<file path="src/rtl/regulation_pkg.sv">
// Shared types and constants for the regulation start-up sequencer.
package regulation_pkg;

    typedef enum logic [2:0] {
        ST_IDLE   = 3'd0,
        ST_ENABLE = 3'd1,
        ST_SETTLE = 3'd2,
        ST_READY  = 3'd3,
        ST_OFF    = 3'd4,
        ST_FAULT  = 3'd5
    } reg_seq_state_t;

    localparam int unsigned STATE_W           = 3;
    localparam int unsigned TMI_W             = 5;
    localparam int unsigned TMI_SETTLE_BYPASS = 0;
    localparam int unsigned TMI_TIMEOUT_DIS   = 1;

    // Counter width able to hold 0..n-1, never narrower than one bit.
    function automatic int unsigned cnt_width(input int unsigned n);
        return (n <= 1) ? 1 : $clog2(n);
    endfunction

endpackage

</file>
<file path="src/rtl/regulation_startup_seq_if.sv">
// Control/status bundle between the power-management side, the loop and the sequencer.
interface regulation_startup_seq_if
    import regulation_pkg::*;
#(
    parameter int unsigned RETRY_W = 2
);
    logic                start;
    logic                stop;
    logic                ok_regulation;
    logic                go_driver;
    logic [TMI_W-1:0]    tmi;
    logic                enable_regulation;
    logic                reg_ready;
    logic                fault;
    logic [RETRY_W-1:0]  retry_cnt;
    logic [STATE_W-1:0]  state;

    modport master (
        output start, stop, ok_regulation, go_driver, tmi,
        input  enable_regulation, reg_ready, fault, retry_cnt, state
    );

    modport slave (
        input  start, stop, ok_regulation, go_driver, tmi,
        output enable_regulation, reg_ready, fault, retry_cnt, state
    );
endinterface

</file>
<file path="src/rtl/sync2.sv">
// Two-flop synchronizer with synchronous active-high reset.
module sync2 (
    input  logic clk,
    input  logic rst,
    input  logic d,
    output logic q
);
    logic meta_q;
    logic sync_q;

    always_ff @(posedge clk) begin
        if (rst) begin
            meta_q <= 1'b0;
            sync_q <= 1'b0;
        end else begin
            meta_q <= d;
            sync_q <= meta_q;
        end
    end

    assign q = sync_q;
endmodule

</file>
<file path="src/rtl/regulation_startup_seq.sv">
// Start-up / supervision sequencer: enables the loop, qualifies regulation-good,
// bounds start-up with timeout and retries, and reports ready/fault.
module regulation_startup_seq
    import regulation_pkg::*;
#(
    parameter int unsigned SETTLE_CYCLES  = 64,
    parameter int unsigned TIMEOUT_CYCLES = 4096,
    parameter int unsigned OFF_CYCLES     = 32,
    parameter int unsigned MAX_RETRY      = 3
) (
    input  logic                     clk,
    input  logic                     rst,
    regulation_startup_seq_if.slave  bus
);
    localparam int unsigned SETTLE_W = cnt_width(SETTLE_CYCLES);
    localparam int unsigned TMO_W    = cnt_width(TIMEOUT_CYCLES);
    localparam int unsigned OFF_W    = cnt_width(OFF_CYCLES);
    localparam int unsigned RETRY_W  = cnt_width(MAX_RETRY + 1);

    localparam logic [SETTLE_W-1:0] SETTLE_LAST = SETTLE_W'(SETTLE_CYCLES - 1);
    localparam logic [TMO_W-1:0]    TMO_LAST    = TMO_W'(TIMEOUT_CYCLES - 1);
    localparam logic [OFF_W-1:0]    OFF_LAST    = OFF_W'(OFF_CYCLES - 1);
    localparam logic [RETRY_W-1:0]  RETRY_MAX   = RETRY_W'(MAX_RETRY);

    logic ok_s;
    logic go_s;

    sync2 u_sync_ok (.clk(clk), .rst(rst), .d(bus.ok_regulation), .q(ok_s));
    sync2 u_sync_go (.clk(clk), .rst(rst), .d(bus.go_driver),     .q(go_s));

    reg_seq_state_t      state_q,  state_d;
    logic [SETTLE_W-1:0] settle_q, settle_d, settle_inc;
    logic [TMO_W-1:0]    tmo_q,    tmo_d;
    logic [OFF_W-1:0]    off_q,    off_d;
    logic [RETRY_W-1:0]  retry_q,  retry_d;
    logic                loss_q,   loss_d;
    logic                rearm_q,  rearm_d;
    logic                en_q,     en_d;
    logic                rdy_q,    rdy_d;
    logic                fault_q,  fault_d;

    logic unused_tmi;
    assign unused_tmi = ^bus.tmi[TMI_W-1:2];

    // Next-state, counters and registered-output values.
    always_comb begin
        state_d    = state_q;
        settle_d   = settle_q;
        tmo_d      = tmo_q;
        off_d      = off_q;
        retry_d    = retry_q;
        loss_d     = 1'b0;
        rearm_d    = 1'b0;
        settle_inc = (settle_q != '1) ? settle_q + 1'b1 : settle_q;

        case (state_q)
            ST_IDLE: begin
                settle_d = '0;
                tmo_d    = '0;
                off_d    = '0;
                retry_d  = '0;
                if (bus.start && !bus.stop) state_d = ST_ENABLE;
            end
            ST_ENABLE: begin
                if (tmo_q != '1) tmo_d = tmo_q + 1'b1;
                if (ok_s) begin
                    state_d  = ST_SETTLE;
                    settle_d = '0;
                end else if (!bus.tmi[TMI_TIMEOUT_DIS] && tmo_q == TMO_LAST) begin
                    state_d = (retry_q < RETRY_MAX) ? ST_OFF : ST_FAULT;
                    off_d   = '0;
                end
            end
            ST_SETTLE: begin
                // Timeout count is kept so repeated glitches cannot extend start-up forever.
                if (!ok_s) begin
                    state_d = ST_ENABLE;
                end else begin
                    settle_d = settle_inc;
                    if (bus.tmi[TMI_SETTLE_BYPASS] || settle_inc >= SETTLE_LAST) state_d = ST_READY;
                end
            end
            ST_READY: begin
                loss_d = !ok_s;
                if (!ok_s && loss_q) state_d = ST_FAULT;
            end
            ST_OFF: begin
                if (off_q >= OFF_LAST) begin
                    state_d = ST_ENABLE;
                    tmo_d   = '0;
                    if (retry_q != '1) retry_d = retry_q + 1'b1;
                end else begin
                    off_d = off_q + 1'b1;
                end
            end
            ST_FAULT: begin
                // Exit needs a stop first, then a fresh start without stop.
                rearm_d = rearm_q | bus.stop;
                if (rearm_q && bus.start && !bus.stop) begin
                    state_d = ST_IDLE;
                    retry_d = '0;
                end
            end
            default: state_d = ST_IDLE;
        endcase

        if (state_q != ST_FAULT &&
            (bus.stop || (!bus.start && state_q inside {ST_ENABLE, ST_SETTLE, ST_READY}))) begin
            state_d  = ST_IDLE;
            settle_d = '0;
            tmo_d    = '0;
            off_d    = '0;
            retry_d  = '0;
            loss_d   = 1'b0;
        end

        en_d    = state_d inside {ST_ENABLE, ST_SETTLE, ST_READY};
        rdy_d   = (state_d == ST_READY) && go_s;
        fault_d = (state_d == ST_FAULT);
    end

    always_ff @(posedge clk) begin
        if (rst) begin
            state_q  <= ST_IDLE;
            settle_q <= '0;
            tmo_q    <= '0;
            off_q    <= '0;
            retry_q  <= '0;
            loss_q   <= 1'b0;
            rearm_q  <= 1'b0;
            en_q     <= 1'b0;
            rdy_q    <= 1'b0;
            fault_q  <= 1'b0;
        end else begin
            state_q  <= state_d;
            settle_q <= settle_d;
            tmo_q    <= tmo_d;
            off_q    <= off_d;
            retry_q  <= retry_d;
            loss_q   <= loss_d;
            rearm_q  <= rearm_d;
            en_q     <= en_d;
            rdy_q    <= rdy_d;
            fault_q  <= fault_d;
        end
    end

    assign bus.enable_regulation = en_q;
    assign bus.reg_ready         = rdy_q;
    assign bus.fault             = fault_q;
    assign bus.retry_cnt         = retry_q;
    assign bus.state             = STATE_W'(state_q);

endmodule

</file>
<file path="src/flat_wrapper.sv">
// flat-port wrapper written by rule: the top's interface ports become plain ports
module regulation_startup_seq_flat import regulation_pkg::*;
#(
    parameter int unsigned SETTLE_CYCLES  = 64,
    parameter int unsigned TIMEOUT_CYCLES = 4096,
    parameter int unsigned OFF_CYCLES     = 32,
    parameter int unsigned MAX_RETRY      = 3
)
  (clk, rst, bus_start, bus_stop, bus_ok_regulation, bus_go_driver, bus_tmi, bus_enable_regulation, bus_reg_ready, bus_fault, bus_retry_cnt, bus_state);
  regulation_startup_seq_if #(.RETRY_W((2))) bus_i ();
  input  logic clk;
  input  logic rst;
  input wire logic [$bits(bus_i.start)-1:0] bus_start;
  input wire logic [$bits(bus_i.stop)-1:0] bus_stop;
  input wire logic [$bits(bus_i.ok_regulation)-1:0] bus_ok_regulation;
  input wire logic [$bits(bus_i.go_driver)-1:0] bus_go_driver;
  input wire logic [$bits(bus_i.tmi)-1:0] bus_tmi;
  output wire logic [$bits(bus_i.enable_regulation)-1:0] bus_enable_regulation;
  output wire logic [$bits(bus_i.reg_ready)-1:0] bus_reg_ready;
  output wire logic [$bits(bus_i.fault)-1:0] bus_fault;
  output wire logic [$bits(bus_i.retry_cnt)-1:0] bus_retry_cnt;
  output wire logic [$bits(bus_i.state)-1:0] bus_state;
  assign bus_i.start = bus_start;
  assign bus_i.stop = bus_stop;
  assign bus_i.ok_regulation = bus_ok_regulation;
  assign bus_i.go_driver = bus_go_driver;
  assign bus_i.tmi = bus_tmi;
  assign bus_enable_regulation = bus_i.enable_regulation;
  assign bus_reg_ready = bus_i.reg_ready;
  assign bus_fault = bus_i.fault;
  assign bus_retry_cnt = bus_i.retry_cnt;
  assign bus_state = bus_i.state;
  regulation_startup_seq #(.SETTLE_CYCLES(SETTLE_CYCLES), .TIMEOUT_CYCLES(TIMEOUT_CYCLES), .OFF_CYCLES(OFF_CYCLES), .MAX_RETRY(MAX_RETRY)) u_core (.clk(clk), .rst(rst), .bus(bus_i));
endmodule
</file>
<file path="config.mk">
export PLATFORM = sky130hd
export DESIGN_NAME = regulation_startup_seq_flat
export DESIGN_NICKNAME = d
export VERILOG_FILES = /design/src/rtl/regulation_pkg.sv /design/src/rtl/regulation_startup_seq_if.sv /design/src/rtl/sync2.sv /design/src/rtl/regulation_startup_seq.sv /design/src/flat_wrapper.sv
export SDC_FILE = /design/constraint.sdc
export NUM_CORES = 1
export LEC_CHECK = 0
export CAP_MARGIN = 20
export CELL_PAD_IN_SITES_DETAIL_PLACEMENT = 1
export CELL_PAD_IN_SITES_GLOBAL_PLACEMENT = 2
export CORE_MARGIN = 3
export CORE_UTILIZATION = 37
export CTS_CLUSTER_SIZE = 30
export DETAILED_ROUTE_END_ITERATION = 10
export GPL_TIMING_DRIVEN = 1
export PLACE_DENSITY = 0.83
export SYNTH_ARGS = -nofsm -noshare
export SYNTH_HDL_FRONTEND = slang
export SYNTH_SLANG_ARGS = --single-unit
export TNS_END_PERCENT = 10
</file>
<file path="constraint.sdc">
create_clock -name clk -period 4 [get_ports clk]
set_input_delay 0.8 -clock clk [delete_from_list [all_inputs] [get_ports clk]]
set_output_delay 0.8 -clock clk [all_outputs]
set_load 0.05 [all_outputs]
</file>
==> results.cfg <==
[status]
status = complete, no violations

[detailed_routing]
vias = 1861
ant_nets = 0
via_per_inst = 5.67
drc_errors = 0
drt-initial-drc-count = 70
drt_pass1_iterations = 4
routed_wl_um = 5030
post_drt_wl_per_cell_um = 15.3

[critical_path]
crit_family = buffers and inverters
reg2reg_slack_ns = 1.60
crit_buf_inv = 1
slowest_delay_ns = 0.94
path_class = flop to primary output
cp-start-kind = flop
cp-end-kind = primary output
crit_fanout = 21
arrival_ns = 2.08
crit_chain = clkdlybuf4s50_1
cp.required_ns = 3.20
crit_path_top_delay_cell = clkdlybuf4s50_1

[sta]
period_share_pct = 72.0
finalClockSkew_ns = 0.00636
tns_ns = 0
period_needed_ns = 2.88
rsz0062_at_grt = false
finalWorstSetupSlack_ns = 1.12
fmax_mhz = 347
finalSetupViolCount = 0
hold_viol_final = 0
drv_slew = 0
worst_pin_slew_ns = 0.805
slew_headroom_pct = 46.2

[placement]
pre_cts_slack_ns = 1.33
placed_cell_area_um2 = 2250
hpwl_um = 3660
place.gp.congestion = 0.820
io_buffers = 15

[die]
start_util_pct = 39.4
coreArea_um2 = 5270
die_y_um = 80.9
die_x_um = 80.9
rows = 26
dieArea_um2 = 6540
pin_count = 19

[layout]
syn_to_final_growth_pct = 14.2
finalInstanceArea_um2 = 2370
fin_nets = 273
diodes = 0
multi_input_area_um2 = 1260
final-seq-area_um2 = 741
fill_cells = 653
final_core_util_pct = 44.9
drive_above_1_share_pct = 7.75

[global_routing]
grt_overflow = 0
grt_max_degree = 22
antenna_found_initial = 0
grt_pass1_wl_um = 9000
grt_usage_pct = 17.5
grt_pass1_vias = 1919

[logic_synthesis]
synth_nets = 261
synthDistinctLibCells = 56
yosys_warnings = 0
yosysSeqAreaShare_pct = 35.7
async_flop_share_pct = 0
syn_area_per_cell_um2 = 8.47
synth_area_um2 = 2070
synth_edf_count = 0
syn_inst = 245
synthFlopType = dfxtp_1
ys_seq_elements = 37

[pwr]
p_leak_uw = 0.000798
powerDensity_nw_per_um2 = 324
ir_worst_vdd_mv = 0.126

[cts]
cts_htree_levels = 2
insertion_delay_ns = 0.29
cts.sinks = 37
tritoncts = built
postCtsSetupBuffers = 0
cts-root-buf = clkbuf_8
cts_hold_buf = 0
post_cts_resized = 0
cts_buffer_depth = 2
cts_made_buffers = 5
clk_pin_slew_ns = 0.08

[worst_hold_path]
hp-class = flop to flop

[flow_run]
cap_viol_max_count = 0
==> metrics by stage <==
stage,hold WS [ns],std cells,total power (µW)
2_1_floorplan,0.410,245,416
3_3_place_gp,0.417,320,434
3_5_place_dp,0.426,320,434
4_1_cts,0.444,328,782
5_1_grt,0.476,328,799
6_report,0.439,328,766
==> power breakdown <==
group / switching (µW) / leakage [µW] / total, µW / internal [µW]
Sequential: 5.59 / 0.000299 / 377 / 371
Combinational: 28.2 / 0.000440 / 47.9 / 19.7
Clock: 138 / 0.0000585 / 342 / 203
==> worst paths after layout <==
check / startpoint / endpoint / cells after the start
worst max-delay path: u_core.bus.state[0] / bus_state[0] / 1
worst min-delay path: u_core.u_sync_go.q / u_core.bus.reg_ready / 2
worst max register to register: u_core.off_q[0] / u_core.tmo_q[4] / 8
worst min register to register: u_core.u_sync_go.q / u_core.bus.reg_ready / 2
==> routing by layer <==
metal	GRT usage [%]	share of wire (%)	up-vias
met5	0	0	-
met4	5.57	1.4	0
met3	2.88	2.2	6
met2	31.0	47	21
met1	21.5	49	899
li1	-	-	935
==> layout make-up <==
cell class | count | share of cell area (%)
inverters | 4 | 0.634
well taps | 70 | 3.70
clock buffers | 7 | 3.65
clock inverters | 1 | 1.27
repair buffers | 15 | 6.34
multi-input cells | 194 | 53.1
flip-flops and latches | 37 | 31.3
==> cells in the mapped netlist (all sizes together) (3+ instances only) <==
master / count / share of area, %
or4: 4 / 1.4
nand4: 5 / 2.2
nand2b: 4 / 1.2
a31oi: 4 / 1.2
inv: 4 / 0.72
ha: 5 / 3.0
clkbuf: 3 / 0.60
o21ai: 22 / 5.5
a21oi: 20 / 4.8
nor3: 6 / 1.4
nor2b: 11 / 3.3
buf: 7 / 2.3
nor2: 20 / 4.1
nand2: 18 / 3.3
and4: 3 / 1.3
or3: 9 / 3.0
dfxtp: 37 / 36
a22oi: 4 / 1.9
nand3b: 3 / 1.1
and3: 7 / 2.4
nand3: 15 / 3.9
o31ai: 4 / 1.4
==> layout by cell type (no fill, tap or decap), types with 5 or more instances in the layout <==
cell / instances
a21oi_1: 20
and3_1: 6
clkbuf_8: 6
clkdlybuf4s50_1: 15
dfxtp_1: 37
ha_1: 5
nand2_1: 18
nand3_1: 14
nor2_1: 18
nor2b_1: 11
nor3_1: 6
o21ai_0: 21
or3_1: 8
==> cells by family after synthesis <==
family	count (synthesis)	share of synthesized area, %
flip-flops	37	35.7
XOR/XNOR	3	1.27
buffers and inverters	14	3.62
multiplexers	1	0.483
AO/OA/AOI/OAI	70	23.0
adder cells (fa/ha/maj)	5	3.02
AND/OR/NAND/NOR	115	32.9
==> state kept, by name, indices dropped and copies added (netlist names) <==
signal and flops:
u_core.settle_q 6, u_core.u_sync_ok.q 1, u_core.bus.retry_cnt 2, u_core.u_sync_ok.meta_q 1
u_core.loss_q 1, u_core.bus.fault 1, u_core.bus.state 3, u_core.bus.enable_regulation 1
u_core.u_sync_go.meta_q 1, u_core.u_sync_go.q 1, u_core.bus.reg_ready 1, u_core.rearm_q 1
u_core.off_q 5, u_core.tmo_q 12
No activity file was read; power rests on OpenSTA's default activity.
